[config.mk]
export PLATFORM = sky130hd
export DESIGN_NAME = key_debounce
export DESIGN_NICKNAME = d
export VERILOG_FILES = /design/src/rtl/key_debounce.sv
export SDC_FILE = /design/constraint.sdc
export NUM_CORES = 1
export LEC_CHECK = 0
export ABC_AREA = 1
export BUFFER_PORTS_ARGS = -buffer_cell sky130_fd_sc_hd__buf_4
export CAP_MARGIN = 30
export CELL_PAD_IN_SITES_DETAIL_PLACEMENT = 0
export CELL_PAD_IN_SITES_GLOBAL_PLACEMENT = 1
export CORE_UTILIZATION = 46
export CTS_CLUSTER_DIAMETER = 40
export DETAILED_ROUTE_END_ITERATION = 7
export PLACE_DENSITY_LB_ADDON = 0.25
export SLEW_MARGIN = 20
export SYNTH_ARGS = -nofsm -noshare
export SYNTH_HDL_FRONTEND = slang
export SYNTH_SLANG_ARGS = --single-unit
export TNS_END_PERCENT = 50
[constraint.sdc]
create_clock -name clk -period 2.1 [get_ports clk]
set_clock_uncertainty 0.1 [all_clocks]
set_input_delay 0.21 -clock clk [delete_from_list [all_inputs] [get_ports clk]]
set_output_delay 0.21 -clock clk [all_outputs]
set_load 0.02 [all_outputs]
[src/rtl/key_debounce.sv]
// Key synchroniser and debouncer: per-key clean level plus 1-clk press/release pulses.
// Optional auto-repeat of key_press while held is enabled by defining AUTOREPEAT_EN.
module key_debounce #(
    parameter int N_KEYS     = 3,
    parameter int DIV        = 50000,
    parameter int DEB_TICKS  = 20,
    parameter int ACTIVE_LOW = 0,
    parameter int REP_DELAY  = 500,
    parameter int REP_PERIOD = 100
) (
    input  logic              clk,
    input  logic              rst,
    input  logic [N_KEYS-1:0] key_in,
    output logic [N_KEYS-1:0] key_level,
    output logic [N_KEYS-1:0] key_press,
    output logic [N_KEYS-1:0] key_release
);

    localparam int DIV_W = $clog2(DIV);
    localparam int DEB_W = $clog2(DEB_TICKS);
    localparam logic [N_KEYS-1:0] IDLE_PIN = (ACTIVE_LOW != 0) ? {N_KEYS{1'b1}} : {N_KEYS{1'b0}};
`ifdef AUTOREPEAT_EN
    // Repeat counter runs 0..REP_DELAY+REP_PERIOD-1, folding back to REP_DELAY on each repeat.
    localparam int REP_MAX = REP_DELAY + REP_PERIOD;
    localparam int REP_W   = $clog2(REP_MAX);
`endif

    typedef enum logic [1:0] {
        IDLE         = 2'd0,
        PRESS_WAIT   = 2'd1,
        HELD         = 2'd2,
        RELEASE_WAIT = 2'd3
    } state_t;

    logic [DIV_W-1:0]  div_reg;
    logic              tick;
    logic [N_KEYS-1:0] sync1_reg;
    logic [N_KEYS-1:0] sync2_reg;
    logic [N_KEYS-1:0] s;

    assign tick = (div_reg == DIV_W'(DIV - 1));

    always_ff @(posedge clk or posedge rst) begin
        if (rst) begin
            div_reg <= '0;
        end else if (tick) begin
            div_reg <= '0;
        end else begin
            div_reg <= div_reg + DIV_W'(1);
        end
    end

    // Synchroniser idles at the released pin level so reset never looks like a press.
    always_ff @(posedge clk or posedge rst) begin
        if (rst) begin
            sync1_reg <= IDLE_PIN;
            sync2_reg <= IDLE_PIN;
        end else begin
            sync1_reg <= key_in;
            sync2_reg <= sync1_reg;
        end
    end

    assign s = sync2_reg ^ IDLE_PIN;

    for (genvar gi = 0; gi < N_KEYS; gi++) begin : g_key
        state_t           state_reg, state_next;
        logic [DEB_W-1:0] cnt_reg, cnt_next;
        logic             level_reg, level_next;
        logic             press_reg, press_next;
        logic             release_reg, release_next;
        logic             deb_done;
`ifdef AUTOREPEAT_EN
        logic [REP_W-1:0] rep_reg, rep_next;
        logic             rep_hit;

        assign rep_hit = (32'(rep_reg) + 32'd1 == 32'(REP_DELAY)) ||
                         (32'(rep_reg) + 32'd1 == 32'(REP_MAX));
`endif

        assign deb_done = (32'(cnt_reg) + 32'd1 == 32'(DEB_TICKS));

        always_comb begin
            state_next   = state_reg;
            cnt_next     = cnt_reg;
            level_next   = level_reg;
            press_next   = 1'b0;
            release_next = 1'b0;
`ifdef AUTOREPEAT_EN
            rep_next     = rep_reg;
`endif
            if (tick) begin
                unique case (state_reg)
                    IDLE: begin
                        if (s[gi]) begin
                            state_next = PRESS_WAIT;
                            cnt_next   = DEB_W'(1);
                        end
                    end
                    PRESS_WAIT: begin
                        if (!s[gi]) begin
                            state_next = IDLE;
                            cnt_next   = '0;
                        end else if (deb_done) begin
                            state_next = HELD;
                            cnt_next   = '0;
                            level_next = 1'b1;
                            press_next = 1'b1;
`ifdef AUTOREPEAT_EN
                            rep_next   = '0;
`endif
                        end else begin
                            cnt_next = cnt_reg + DEB_W'(1);
                        end
                    end
                    HELD: begin
                        if (!s[gi]) begin
                            state_next = RELEASE_WAIT;
                            cnt_next   = DEB_W'(1);
                        end else begin
`ifdef AUTOREPEAT_EN
                            if (rep_hit) begin
                                press_next = 1'b1;
                                rep_next   = REP_W'(REP_DELAY);
                            end else begin
                                rep_next = rep_reg + REP_W'(1);
                            end
`endif
                        end
                    end
                    RELEASE_WAIT: begin
                        if (s[gi]) begin
                            state_next = HELD;
                            cnt_next   = '0;
                        end else if (deb_done) begin
                            state_next   = IDLE;
                            cnt_next     = '0;
                            level_next   = 1'b0;
                            release_next = 1'b1;
`ifdef AUTOREPEAT_EN
                            rep_next     = '0;
`endif
                        end else begin
                            cnt_next = cnt_reg + DEB_W'(1);
                        end
                    end
                    default: begin
                        state_next = IDLE;
                        cnt_next   = '0;
                    end
                endcase
            end
        end

        always_ff @(posedge clk or posedge rst) begin
            if (rst) begin
                state_reg   <= IDLE;
                cnt_reg     <= '0;
                level_reg   <= 1'b0;
                press_reg   <= 1'b0;
                release_reg <= 1'b0;
`ifdef AUTOREPEAT_EN
                rep_reg     <= '0;
`endif
            end else begin
                state_reg   <= state_next;
                cnt_reg     <= cnt_next;
                level_reg   <= level_next;
                press_reg   <= press_next;
                release_reg <= release_next;
`ifdef AUTOREPEAT_EN
                rep_reg     <= rep_next;
`endif
            end
        end

        assign key_level[gi]   = level_reg;
        assign key_press[gi]   = press_reg;
        assign key_release[gi] = release_reg;
    end

endmodule

=== Word-level counts from Yosys, hierarchy flattened ===
Index checks and enable logic that the tools add are counted.

* Bits in registers: 52
* Latch bits: 0
* RAM bits: 0
* Bits in read-only memories: 0
* Bits of input ports: 5
* Output and inout bits: 9
* Word-level logic and storage cells: 153
* Memories: 0

* Add/sub/neg operators: 7
* $mul: 0
* Divide/modulo/power cells: 0
* Order comparisons: 0
* Equality and inequality tests: 37
* Shift operators: 0
* Mux-type cells: 76
* Bitwise gates (word level): 0
* Reductions and logical operators: 15

{| class="wikitable"
|+ Operators by type and width
! cell !! count
|-
| 2-to-1 mux 5 bit || 15
|-
| case mux 5 bit (4 select lines) || 3
|-
| 2-to-1 mux 2 bit || 18
|-
| != test 2 bit (second input constant) || 18
|-
| 2-to-1 mux 1 bit || 33
|-
| case mux 2 bit (4 select lines) || 3
|-
| adder 5 x 1 -> 6 bit (second input constant) || 3
|-
| == test 6 x 5 -> 1 bit (second input constant) || 3
|-
| != test 3 bit (second input constant) || 6
|-
| AND reduction 6 bit || 3
|-
| adder 16 x 1 -> 16 bit (second input constant) || 1
|-
| == test 16 bit (second input constant) || 1
|-
| 2-to-1 mux 16 bit || 1
|-
| adder 5 x 1 -> 5 bit (second input constant) || 3
|-
| AND reduction 5 bit || 3
|-
| == test 2 bit (second input constant) || 6
|-
| AND reduction 3 bit || 3
|-
| == test 2 x 1 -> 1 bit (second input constant) || 3
|-
| zero test 2 bit || 3
|-
| case mux 1 bit (2 select lines) || 3
|-
| nonzero test 2 bit || 3
|}

=== Depth between registers and ports, before layout ===
Gate-level depths: netlist of the first run.

* Depth after elaboration: 6
* Gate-level depth with buffers: 10
* Gate-level depth less buffers: 10

=== Worst setup path before layout of the first run ===
Ideal clock, no wire load.

* Path type: register -> register
* Start: register g_key[1].cnt_reg[0]
* End: register g_key[1].cnt_reg[4]
* Library setup time: 0.126 ns
* Data arrival time: 1.356 ns
* Data required time: 1.874 ns
* Path slack: 0.518 ns
* Cell stages (with the launch flop): 10
* Buffers on the path: 0
* Period minus slack after synthesis: 1.582 ns
* Path through: dfrtp_1 -> ha_1 -> nand2_1 -> nand2_1 -> nor2_1 -> nand3_1 -> nand2_1 -> inv_1 -> nand3_1 -> o21ai_0

* Cells in the longest elaborated chain, start to end: 5
* Elaborated cells on any way between the ends: 7
* Those cells by class: add/sub: 2; eq/ne: 1; mux: 4

{| class="wikitable"
|+ RTL lines
! element !! line !! text
|-
| from (decl) || 68 || <nowiki>logic [DEB_W-1:0] cnt_reg, cnt_next;</nowiki>
|-
| from (signal assigned) || 167 || <nowiki>cnt_reg <= cnt_next;</nowiki>
|-
| adder 5 x 1 -> 6 bit || 81 || <nowiki>assign deb_done = (32'(cnt_reg) + 32'd1 == 32'(DEB_TICKS));</nowiki>
|-
| == test 6 x 5 -> 1 bit || 81 ||
|-
| 2-to-1 mux 5 bit * || 104, 135 ||
|-
| 2-to-1 mux 5 bit, on equally long branches || 132, 101 ||
|-
| case mux 5 bit (4 select lines) * || 93 || <nowiki>unique case (state_reg)</nowiki>
|}

Every way passes the cells marked *; elsewhere a longest branch is shown, timed or not.
A chain may end at the register's enable or synchronous reset.

=== Final worst setup path of the first run ===
* Start: register div_reg[0]
* End: register g_key[0].state_reg[0]

* Cells in the longest elaborated chain, start to end: 2

{| class="wikitable"
|+ RTL lines
! element !! line !! text
|-
| from (decl) || 35 || <nowiki>logic [DIV_W-1:0] div_reg;</nowiki>
|-
| from (signal assigned) || 49 || <nowiki>div_reg <= div_reg + DIV_W'(1);</nowiki>
|-
| == test 16 bit || 41 || <nowiki>assign tick = (div_reg == DIV_W'(DIV - 1));</nowiki>
|-
| AND reduction 5 bit (no line) || - ||
|-
| to (signal assigned) || 166 || <nowiki>state_reg <= state_next;</nowiki>
|-
| to (decl) || 67 || <nowiki>state_t state_reg, state_next;</nowiki>
|}

Every way passes these cells.

==> flow_metrics.py, run 1 <==
metrics = {
    "clock_tree": {
        "cts_tree": "done",
        "cts_setup_buffers": 0,
        "clockRootBuffer": "clkbuf_8",
        "htreeDepth": 2,
        "cts_buffers": 5,
        "clock_latency_ns": 0.30,
        "cts-hold-fix-buffers": 4,
        "clk_pin_slew_ns": 0.09,
        "clk_path_buf_depth": 2,
        "clock_sinks": 52,
        "post_cts_resize_count": 0,
    },
    "place": {
        "dp_cells": 401,
        "portBuffers": 13,
        "gp_congestion": 0.830,
        "place_area_um2": 2840,
        "dp_hpwl_mm": 3.37,
    },
    "cells_and_area": {
        "multi_input_area_um2": 1150,
        "final_cells": 412,
        "antenna_cells": 0,
        "largest_reg_flops": 16,
        "drive_above_1_share_pct": 14.1,
        "final-seq-area_um2": 1300,
        "fill_cells": 533,
        "stdcell_area_um2": 2980,
        "synthToLayoutAreaGrowth_pct": 9.17,
        "fin_nets": 351,
    },
    "floorplanning": {
        "ios": 14,
        "die_x_um": 79.0,
        "die_h_um": 79.0,
        "die_area_um2": 6240,
        "core_um2": 5610,
        "rows": 27,
        "start_util_pct": 48.6,
    },
    "yosys": {
        "yosysTopAreaCell": "dfrtp_1",
        "syn-num-nets": 337,
        "synthTopCellsByCount": "nand2_1 (81), dfrtp_1 (52), inv_1 (40)",
        "synth.avg_cell_area_um2": 8.37,
        "yosysMostFrequentCell": "nand2_1",
        "synthDominantCellAreaShare_pct": 47.7,
        "ys_seq_area_share_pct": 47.7,
        "syn_inst": 326,
        "ys_warn_count": 0,
        "synthArstFlopShare_pct": 100,
        "ys_dominant_reg_cell": "dfrtp_1",
        "synthTopCellsByArea": "dfrtp_1 (48%), nand2_1 (11%), inv_1 (5.5%), nand3_1 (5.1%), nor2_1 (4.7%)",
        "netlist_area_um2": 2730,
        "synth_cell_types": 33,
        "synth_seq_cells": 52,
        "synth_edf_count": 0,
    },
    "setup_path": {
        "timing.reg2reg.worst_path_depth": 7,
        "worst-r2r-setup-slack_ns": 0.26,
        "r2r-start": "div_reg[0]",
        "path_class": "flip-flop to flip-flop",
        "cp.arrival_ns": 1.94,
        "reg2reg_to": "g_key[0].state_reg[0]",
        "worst-path-max-fanout": 14,
        "worst_ep_required_time_ns": 2.20,
        "setup.worst_path.end_class": "flip-flop",
        "start_kind": "flip-flop",
    },
    "power": {
        "clockPowerShare_pct": 37.0,
        "p_int_uw": 1320,
        "leakage_uw": 0.00152,
        "seqPwrFrac_pct": 60.3,
        "combPwrFrac_pct": 2.7,
        "power_density_nw_per_um2": 561,
        "ir_worst_vdd_mv": 0.325,
        "switching_share_pct": 21.2,
        "netSwitchingPower_uw": 355,
    },
    "route": {
        "drc": 0,
        "routedWlPerCell_um": 11.3,
        "antenna_left": 0,
        "wirelength_mm": 4.64,
        "dr.pass1.iters": 4,
        "dr_total_vias": 1985,
        "drt_iter0_drc": 82,
        "viasPerCell": 4.82,
    },
    "sta": {
        "worst_slew_pin_slew_ns": 0.426,
        "fin_crit_sh_pct": 87.9,
        "hold_viol_final": 0,
        "min_period_ns": 1.84,
        "relSlewSlack_pct": 71.5,
        "maxSlewViolCount": 0,
        "rsz0062_at_grt": "false",
        "fin_setup_tns_ns": 0,
        "finalSetupViolations": 0,
        "fmax_mhz": 542,
    },
    "worst_hold_path": {
        "holdCritStartpoint": "sync1_reg[1]",
        "hp-class": "flip-flop to flip-flop",
        "hold_depth": 0,
        "min_to": "s[1]",
    },
    "grt": {
        "grt_antenna_before_repair": 0,
        "grtUsageTotal_pct": 17.7,
        "overflow": 0,
        "grt_pass1_wl_mm": 8.59,
        "grt_pass1_vias": 1912,
        "grt_max_degree": 35,
    },
    "run": {
        "drv_cap": 0,
    },
    "status": {
        "status": "finished, final reports clean",
    },
}
## placed cells by master, fill, tap and decap left out, drive strengths merged
master | synthesis | final
nand3 | 29 | 29
nand3b | 1 | 1
xor2 | 8 | 8
o22ai | 2 | 2
nor3 | 8 | 8
dfrtp | 52 | 52
ha | 6 | 6
dlygate4sd3 | 0 | 4
nand2 | 86 | 86
and3 | 1 | 1
nand4 | 5 | 5
o21ai | 17 | 17
o21bai | 1 | 1
nor2 | 38 | 38
nor4 | 2 | 2
inv | 47 | 47
a21oi | 9 | 9
xnor2 | 3 | 3
clkbuf | 0 | 7
buf | 11 | 14
## per-layer routing
metal	routed length (um)	vias to the layer above	part of all wire (%)	GRT usage (%)
met5	0	-	0	0
met4	74	0	1.6	6.55
met3	126	8	2.7	3.45
met2	2110	18	46	28.4
met1	2320	920	50	23.7
li1	-	1039	-	-
## layout make-up
cell class                 instances  share of cell area [%]
clock buffer                       7                    3.24
inverter                          47                    6.01
multi-input combinational        216                    38.7
sequential                        52                    43.7
tap                               72                    3.03
timing repair buffer              18                    5.29
## worst max-delay path, stage by stage, from the launching register on
cell     delay [ns]
dfrtp_1        0.38
ha_1           0.21
nand3_2        0.13
nor3_4         0.24
nand2_4        0.20
inv_4          0.19
nand3_1        0.13
and3_1         0.16
## power by group through the flow
stage | sequential, uW | clock (uW) | combinational (uW)
CTS | 1010 | 643 | 47.4
global route | 1010 | 679 | 53.4
finish | 1010 | 618 | 44.8
detailed placement | 1030 | 0 | 41.5
floorplan | 1030 | 0 | 23.3
global placement | 1030 | 0 | 41.1
## cells by family after synthesis
| logic type | count (synthesis) | share of synthesized area (%) |
|---|---|---|
| AND/OR/NAND/NOR | 170 | 29.9 |
| buffers and inverters | 58 | 10.0 |
| flip-flops | 52 | 47.7 |
| AO/OA/AOI/OAI | 29 | 6.10 |
| XOR/XNOR | 11 | 3.53 |
| adder cells (fa/ha/maj) | 6 | 2.75 |
## per-stage QoR
stage               setup WS (ns)  total power [uW]  hold WS, ns  utilization (%)
global route                0.113              1740        0.261             53.1
detailed placement          0.271              1070        0.150             50.7
floorplan                   0.518              1050        0.141                -
global placement            0.333              1070        0.144             50.7
finish                      0.255              1670        0.247             53.1
CTS                         0.246              1700        0.255             53.1
## worst max path at each step
stage	end	startpoint	cells after the start	slack, ns
2_1_floorplan	g_key[1].cnt_reg[4]	g_key[1].cnt_reg[0]	9	0.52
3_3_place_gp	g_key[0].state_reg[0]	div_reg[0]	7	0.33
3_5_place_dp	g_key[0].state_reg[0]	div_reg[0]	7	0.27
4_1_cts	g_key[0].state_reg[0]	div_reg[0]	7	0.25
5_1_grt	g_key[0].state_reg[0]	div_reg[0]	7	0.11
6_report	g_key[0].state_reg[0]	div_reg[0]	7	0.26
No activity file was read; power rests on OpenSTA's default activity.
==> inputs of run 2 (changes only) <==
--- a/config.mk
+++ b/config.mk
@@ -14,6 +14,7 @@
 export CTS_CLUSTER_DIAMETER = 40
 export DETAILED_ROUTE_END_ITERATION = 7
 export PLACE_DENSITY_LB_ADDON = 0.25
+export RECOVER_POWER = 100
 export SLEW_MARGIN = 20
 export SYNTH_ARGS = -nofsm -noshare
 export SYNTH_HDL_FRONTEND = slang
==> flow_metrics.py, run 2 (synthesis gave the netlist of run 1 again) <==
metrics = {
    "status": {
        "status": "finished, final reports clean",
    },
    "clock_tree": {
        "clockRootBuffer": "clkbuf_8",
        "clock_latency_ns": 0.30,
        "clk_pin_slew_ns": 0.09,
        "cts_tree": "done",
        "clk_path_buf_depth": 2,
        "clock_sinks": 52,
        "cts_buffers": 5,
        "htreeDepth": 2,
    },
    "route": {
        "routedWlPerCell_um": 11.3,
        "drt_iter0_drc": 95,
        "viasPerCell": 4.84,
        "dr.pass1.iters": 4,
        "antenna_left": 0,
        "dr_total_vias": 1996,
        "wirelength_mm": 4.65,
        "drc": 0,
    },
    "grt": {
        "grtUsageTotal_pct": 17.7,
        "grt_max_degree": 35,
        "grt_pass1_wl_mm": 8.59,
        "overflow": 0,
        "grt_antenna_before_repair": 0,
        "grt_pass1_vias": 1912,
    },
    "power": {
        "netSwitchingPower_uw": 352,
        "leakage_uw": 0.00146,
        "switching_share_pct": 21.1,
        "power_density_nw_per_um2": 575,
        "seqPwrFrac_pct": 60.6,
        "ir_worst_vdd_mv": 0.323,
        "clockPowerShare_pct": 37.0,
        "combPwrFrac_pct": 2.4,
        "p_int_uw": 1310,
    },
    "setup_path": {
        "r2r-start": "div_reg[0]",
        "worst_ep_required_time_ns": 2.20,
        "timing.reg2reg.worst_path_depth": 7,
        "reg2reg_to": "g_key[0].state_reg[0]",
        "start_kind": "flip-flop",
        "cp.arrival_ns": 1.96,
        "setup.worst_path.end_class": "flip-flop",
        "worst-path-max-fanout": 14,
        "cp-endpoint": "g_key[0].state_reg[0]",
        "crit_start": "div_reg[0]",
        "path_class": "flip-flop to flip-flop",
        "worst-r2r-setup-slack_ns": 0.23,
    },
    "floorplanning": {
        "die_x_um": 79.0,
        "rows": 27,
        "ios": 14,
        "die_area_um2": 6240,
        "start_util_pct": 48.6,
        "core_um2": 5610,
        "die_h_um": 79.0,
    },
    "cells_and_area": {
        "largest_reg_flops": 16,
        "stdcell_area_um2": 2890,
        "synthToLayoutAreaGrowth_pct": 6.05,
        "drive_above_1_share_pct": 8.82,
        "multi_input_area_um2": 1110,
        "final_cells": 412,
        "fill_cells": 550,
        "antenna_cells": 0,
        "fin_nets": 351,
        "layout_commonest_cell": "nand2_1",
        "layout_common_cells": "nand2_1 (81), dfrtp_1 (52), inv_1 (41)",
        "final-seq-area_um2": 1300,
    },
    "sta": {
        "hold_viol_final": 0,
        "fin_setup_tns_ns": 0,
        "rsz0062_at_grt": "false",
        "worst_slew_pin_slew_ns": 0.709,
        "min_period_ns": 1.87,
        "fin_crit_sh_pct": 88.8,
        "finalSetupViolations": 0,
        "fmax_mhz": 536,
        "relSlewSlack_pct": 52.7,
        "maxSlewViolCount": 0,
        "worst_slack_ns": 0.234,
    },
    "place": {
        "dp_cells": 401,
        "place_area_um2": 2840,
        "dp_slack_ns": 0.271,
        "dp_hpwl_mm": 3.37,
        "gp_congestion": 0.830,
        "portBuffers": 13,
    },
    "run": {
        "drv_cap": 0,
    },
    "worst_hold_path": {
        "hp-class": "flip-flop to flip-flop",
    },
}
[run 2: worst max-delay path: stages, from the launching register on]
cell and delay (ns):
dfrtp_1 0.38, ha_1 0.19, nand3_1 0.17, nor3_4 0.26
nand2_4 0.19, inv_4 0.18, nand3_1 0.12, and3_1 0.16
[run 2: what timing repair did]
action,4_1_cts,5_1_grt
setup endpoints to repair,0,0
resized for setup,0,0
buffers inserted,0,0
hold buffers,4,0
hold endpoints to repair,21,0
[run 2: layer usage]
metal / GRT usage, % / share of wire [%] / vias to the layer above
met5: 0 / 0 / -
met4: 6.55 / 1.6 / 0
met3: 3.45 / 2.5 / 8
met2: 28.4 / 45 / 18
met1: 23.7 / 51 / 930
li1: - / - / 1040
[run 2: final cells by class]
cell class	count	area share, %
inverter	47	6.19
multi-input combinational	216	38.5
tap	72	3.11
sequential	52	45.0
timing repair buffer	18	3.85
clock buffer	7	3.33
[run 2: worst min-delay path by stage]
stage,startpoint,endpoint,slack (ns),cells past startpoint
after floorplan,key_in[0],sync1_reg[0],0.14,0
after CTS,sync1_reg[2],s[2],0.25,0
after detailed placement,rst,g_key[2].cnt_reg[1],0.15,2
after global routing,sync1_reg[1],s[1],0.26,0
after global placement,rst,g_key[2].cnt_reg[2],0.14,2
final,sync1_reg[1],s[1],0.25,0
[run 2: metrics by stage]
step	total power, uW	hold WS (ns)	util (%)
final	1660	0.247	51.6
after global routing	1740	0.261	51.6
after CTS	1700	0.255	53.1
after detailed placement	1070	0.150	50.7
after global placement	1070	0.144	50.7
after floorplan	1050	0.141	-
[run 2: power by group through the flow]
stage	Clock (uW)	Sequential, uW	Combinational (uW)
after floorplan	0	1030	23.3
after global placement	0	1030	41.1
after detailed placement	0	1030	41.5
after CTS	643	1010	47.4
after global routing	679	1010	48.4
final	617	1010	39.8
